## config.mk

```make
export PLATFORM = sky130hd
export DESIGN_NAME = ten_bit_register_bank_reader
export DESIGN_NICKNAME = d
export VERILOG_FILES = /design/src/rtl/ten_bit_register_bank_reader.sv
export SDC_FILE = /design/constraint.sdc
export NUM_CORES = 1
export LEC_CHECK = 0
export ABC_CLOCK_PERIOD_IN_PS = 2990
export BUFFER_PORTS_ARGS = -buffer_cell sky130_fd_sc_hd__buf_2
export CAP_MARGIN = 15
export CORE_UTILIZATION = 51
export CTS_CLUSTER_DIAMETER = 50
export DETAILED_ROUTE_END_ITERATION = 6
export PLACE_DENSITY = 0.7
export SLEW_MARGIN = 20
export SYNTH_ARGS = -nofsm -noshare
export SYNTH_HDL_FRONTEND = slang
export SYNTH_SLANG_ARGS = --single-unit
```

## constraint.sdc

```tcl
create_clock -name clk -period 2.99 [get_ports clk]
set_input_delay 0 -clock clk [delete_from_list [all_inputs] [get_ports clk]]
set_output_delay 0 -clock clk [all_outputs]
set_load 0.1 [all_outputs]
```

## src/rtl/ten_bit_register_bank_reader.sv

```systemverilog
// ten_bit_register_bank_reader
//   Register bank of DEPTH entries, each WIDTH bits wide. Writes go in through a
//   plain write-enable port. Reads leave through a valid/ready handshake, so the
//   consumer (control unit / ALU operand latches) can stall the read side.
//
// Ports
//   clk           rising-edge clock
//   rst           asynchronous, active-high reset
//   d             write data
//   w             write enable; d -> entry[w_addr] at posedge clk
//   w_addr        write address
//   rd_req        read request; accepted when rd_req_ready=1
//   rd_addr       read address, sampled when the read is accepted
//   rd_req_ready  bank can accept a read this cycle
//   rd_valid      rd_data holds a completed read
//   rd_data       read result; held while rd_valid=1 and rd_ready=0
//   rd_ready      consumer takes rd_data this cycle
//
// Configuration
//   READ_BYPASS_EN  when defined, a read accepted on the same edge as a write to
//                   the same address returns the new data (write-first). When it
//                   is undefined (the default), that read returns the old entry
//                   value (read-first).

module ten_bit_register_bank_reader #(
    parameter int WIDTH  = 10,
    parameter int DEPTH  = 8,
    parameter int ADDR_W = 3
) (
    input  logic              clk,
    input  logic              rst,
    input  logic [WIDTH-1:0]  d,
    input  logic              w,
    input  logic [ADDR_W-1:0] w_addr,
    input  logic              rd_req,
    input  logic [ADDR_W-1:0] rd_addr,
    output logic              rd_req_ready,
    output logic              rd_valid,
    output logic [WIDTH-1:0]  rd_data,
    input  logic              rd_ready
);

    typedef enum logic {IDLE, VALID} state_t;

    state_t                       state;
    logic [DEPTH-1:0][WIDTH-1:0]  mem;
    logic [WIDTH-1:0]             read_val;
    logic                         accept;

    // Storage: the write side does not depend on the read FSM.
    always_ff @(posedge clk or posedge rst) begin
        if (rst) begin
            mem <= '0;
        end else if (w) begin
            mem[w_addr] <= d;
        end
    end

    // Data sampled by an accepted read. The default build is read-first: an
    // accepted read sees the entry value from before the same-edge write.
`ifdef READ_BYPASS_EN
    assign read_val = (w && (w_addr == rd_addr)) ? d : mem[rd_addr];
`else
    assign read_val = mem[rd_addr];
`endif

    // A slot opens when nothing is held, or when the held result leaves this
    // cycle. This gives one read per cycle while the consumer keeps rd_ready high.
    assign rd_req_ready = (state == IDLE) || rd_ready;
    assign accept       = rd_req && rd_req_ready;

    always_ff @(posedge clk or posedge rst) begin
        if (rst) begin
            state    <= IDLE;
            rd_valid <= 1'b0;
            rd_data  <= '0;
        end else begin
            case (state)
                IDLE: begin
                    if (accept) begin
                        state    <= VALID;
                        rd_valid <= 1'b1;
                        rd_data  <= read_val;
                    end
                end
                VALID: begin
                    if (rd_ready) begin
                        if (accept) begin
                            rd_data <= read_val;
                        end else begin
                            // rd_data keeps its last value after the handoff.
                            state    <= IDLE;
                            rd_valid <= 1'b0;
                        end
                    end
                    // When rd_ready=0, rd_data stays frozen, even if its source
                    // entry is rewritten.
                end
                default: begin
                    state    <= IDLE;
                    rd_valid <= 1'b0;
                end
            endcase
        end
    end

endmodule

```

==> flow_summary.json <==
{
  "via_per_inst": 5.75,
  "fin_tns_setup_ns": 0,
  "power_leakage_uw": 0.00208,
  "powerDensity_nw_per_um2": 709,
  "drv_cap": 0,
  "clock_latency_ns": 0.37,
  "max_stage_delay_ns": 0.43,
  "grt_max_degree": 52,
  "final_common_cell": "mux2_2",
  "syn_nets": 313,
  "p_switching_uw": 1040,
  "crit_family": "buffers and inverters",
  "gp_congestion": 0.736,
  "clock_power_share_pct": 25.9,
  "cts_tree": "built",
  "min_period_ns": 1.57,
  "grt-ovfl-total": 0,
  "hold_path.class": "input port to register",
  "htree_levels": 3,
  "timing.rr.end": "rd_data[2]$_DFFE_PP0P_",
  "std_cell_rows": 32,
  "dieArea_sq_um": 8510,
  "numCtsBuffers": 9,
  "synth_seq_cells": 92,
  "cp.arrival_ns": 1.57,
  "numClockSinks": 92,
  "die_width_microns": 92.3,
  "hold_ws_ns": 0.0101,
  "crit_slowest_cell": "buf_2",
  "power_frac_seq_pct": 49.2,
  "area_delta_synth_final_pct": 13.3,
  "wl_per_cell_microns": 19.4,
  "cp-startpoint": "state$_DFF_PP0_",
  "reg2reg_setup_slack_ns": 1.46,
  "yosys_warnings": 0,
  "grt_pass1_wl_microns": 13900,
  "portBuffers": 32,
  "grt_antenna_before_repair": 0,
  "clockBufferDepth": 2,
  "final_cell_mix": "100 x mux2_2, 92 x dfrtp_1, 32 x buf_2, 20 x mux2i_1",
  "hold_viol_final": 0,
  "wirelength_microns": 8530,
  "hold_depth": 2,
  "p_sw_share_pct": 31.3,
  "drive_gt1_share_pct": 46.2,
  "rsz0062_at_grt": "false",
  "ff2ff_path_depth": 5,
  "fin_cells": 440,
  "synth_area_sq_um": 4160,
  "path_depth": 4,
  "period_share_pct": 52.7,
  "p_int_uw": 2290,
  "syn-mean-instance-area_sq_um": 14.2,
  "die_h_microns": 92.3,
  "critPathBufInv": 3,
  "status": "finished, final reports clean",
  "critPathMaxFanout": 11,
  "grt_pass1_vias": 2652,
  "dpl.hpwl_microns": 5420,
  "num_antenna_cells": 0,
  "firstDrtPassIters": 4,
  "crit_path_end": "rd_req_ready",
  "drcViolationCount": 0,
  "postCtsSetupRepairBufs": 0,
  "critPathRequiredTime_ns": 2.99,
  "core_sq_um": 7810,
  "final_area_sq_um": 4710,
  "path_clk_slew_ns": 0.09,
  "initial_utilization_pct": 53.2,
  "dp_cells": 413,
  "fin_util_pct": 60.3,
  "skew_ns": 0.0112,
  "yosysSeqAreaShare_pct": 55.4,
  "yosysUniqueCellTypes": 22,
  "r2r_start": "state$_DFF_PP0_",
  "via_count": 2532,
  "ios": 33,
  "cp-start-kind": "register",
  "syn_inst": 292,
  "final_nets": 354,
  "pwr-share-comb_pct": 24.9,
  "crit_type": "register to output pin",
  "cp_cell_sequence": "nor2b_1, buf_4, inv_1, buf_2",
  "tightest_slew_ns": 0.909,
  "final_antenna_net_count": 0,
  "root_buffer": "clkbuf_8",
  "placed_area_sq_um": 4400,
  "gr-usage-all-layers_pct": 22.2,
  "relSlewSlack_pct": 39.1,
  "drtIter0Drc": 102,
  "maxSlewViolCount": 0,
  "ir_drop_mv": 0.319,
  "end_kind": "output pin",
  "setup_viol": 0,
  "fmax_ghz": 0.635
}
-- per-layer routing --
layer,part of all wire [%],routed length (microns),global-route usage (%),up-vias
met5,0,0,0,-
met2,46,3960,36.1,44
met1,48,4130,29.5,1312
li1,-,-,-,1164
met3,3.2,273,3.90,12
met4,1.9,163,8.72,0
-- logic make-up (layout without fill, tap and decap cells) --
group	count (synthesis)	in the layout	synth area share (%)
compound gates	42	42	6.86
mux	120	120	31.9
simple gates	18	18	3.22
buf+inv	20	66	2.62
flops	92	92	55.4
-- area by class of cell --
type	instances	area (sq um)
multi-input cells	180	1760
clock buffers	12	155
flip-flops and latches	92	2300
repair buffers	46	305
well taps	102	128
inverters	4	16.3
clock inverters	4	47.5
fillers	632	3100
-- power by group through the flow --
stage	Combinational [uW]	Sequential, uW	Clock (uW)
floorplan	453	1860	0
global placement	807	1660	0
detailed placement	823	1670	0
CTS	837	1640	871
global route	888	1680	928
finish	830	1640	864
-- worst min-delay path by stage --
stage / from / end / slack (ns)
floorplan: d[0] / mem[30]$_DFFE_PP0P_ / 0.15
global placement: rst / mem[60]$_DFFE_PP0P_ / 0.14
detailed placement: rst / mem[60]$_DFFE_PP0P_ / 0.14
CTS: d[0] / mem[50]$_DFFE_PP0P_ / 0.02
global route: d[0] / mem[60]$_DFFE_PP0P_ / 0.007
finish: d[0] / mem[20]$_DFFE_PP0P_ / 0.01
-- flip-flops by register name (all words and copies together), names as in the netlist --
| name | flops |
|---|---|
| state | 1 |
| rd_data | 10 |
| rd_valid | 1 |
| mem | 80 |
-- through the flow --
step	power, uW	setup slack [ns]
3_5_place_dp	2490	1.27
5_1_grt	3500	1.35
3_3_place_gp	2460	1.30
6_report	3340	1.42
2_1_floorplan	2310	0.598
4_1_cts	3350	1.41
-- synth_stat cells, drive strengths merged --
cell type | number | area share, %
a21oi | 1 | 0.12
a22o | 10 | 2.1
buf | 14 | 2.1
clkbuf | 2 | 0.18
dfrtp | 92 | 55
inv | 4 | 0.36
mux2 | 100 | 27
mux2i | 20 | 4.8
nand2 | 4 | 0.36
nand2b | 2 | 0.30
nand4 | 1 | 0.30
nand4b | 3 | 0.63
nor2 | 2 | 0.18
nor2b | 2 | 0.30
nor3 | 2 | 0.78
nor3b | 2 | 0.36
o21ai | 11 | 1.3
o22ai | 10 | 1.5
o31ai | 10 | 1.8
-- worst reg2reg max path: stages (launching register included) --
cell	delay, ns
dfrtp_1	0.38
nor2b_1	0.13
buf_4	0.18
inv_1	0.09
nand2_1	0.30
o31ai_1	0.36
-- repair_timing --
item                      4_1_cts  5_1_grt
resized for setup               0        0
hold buffers                   11        0
hold endpoints to repair       99        0
(Power assumes the default switching activity.)
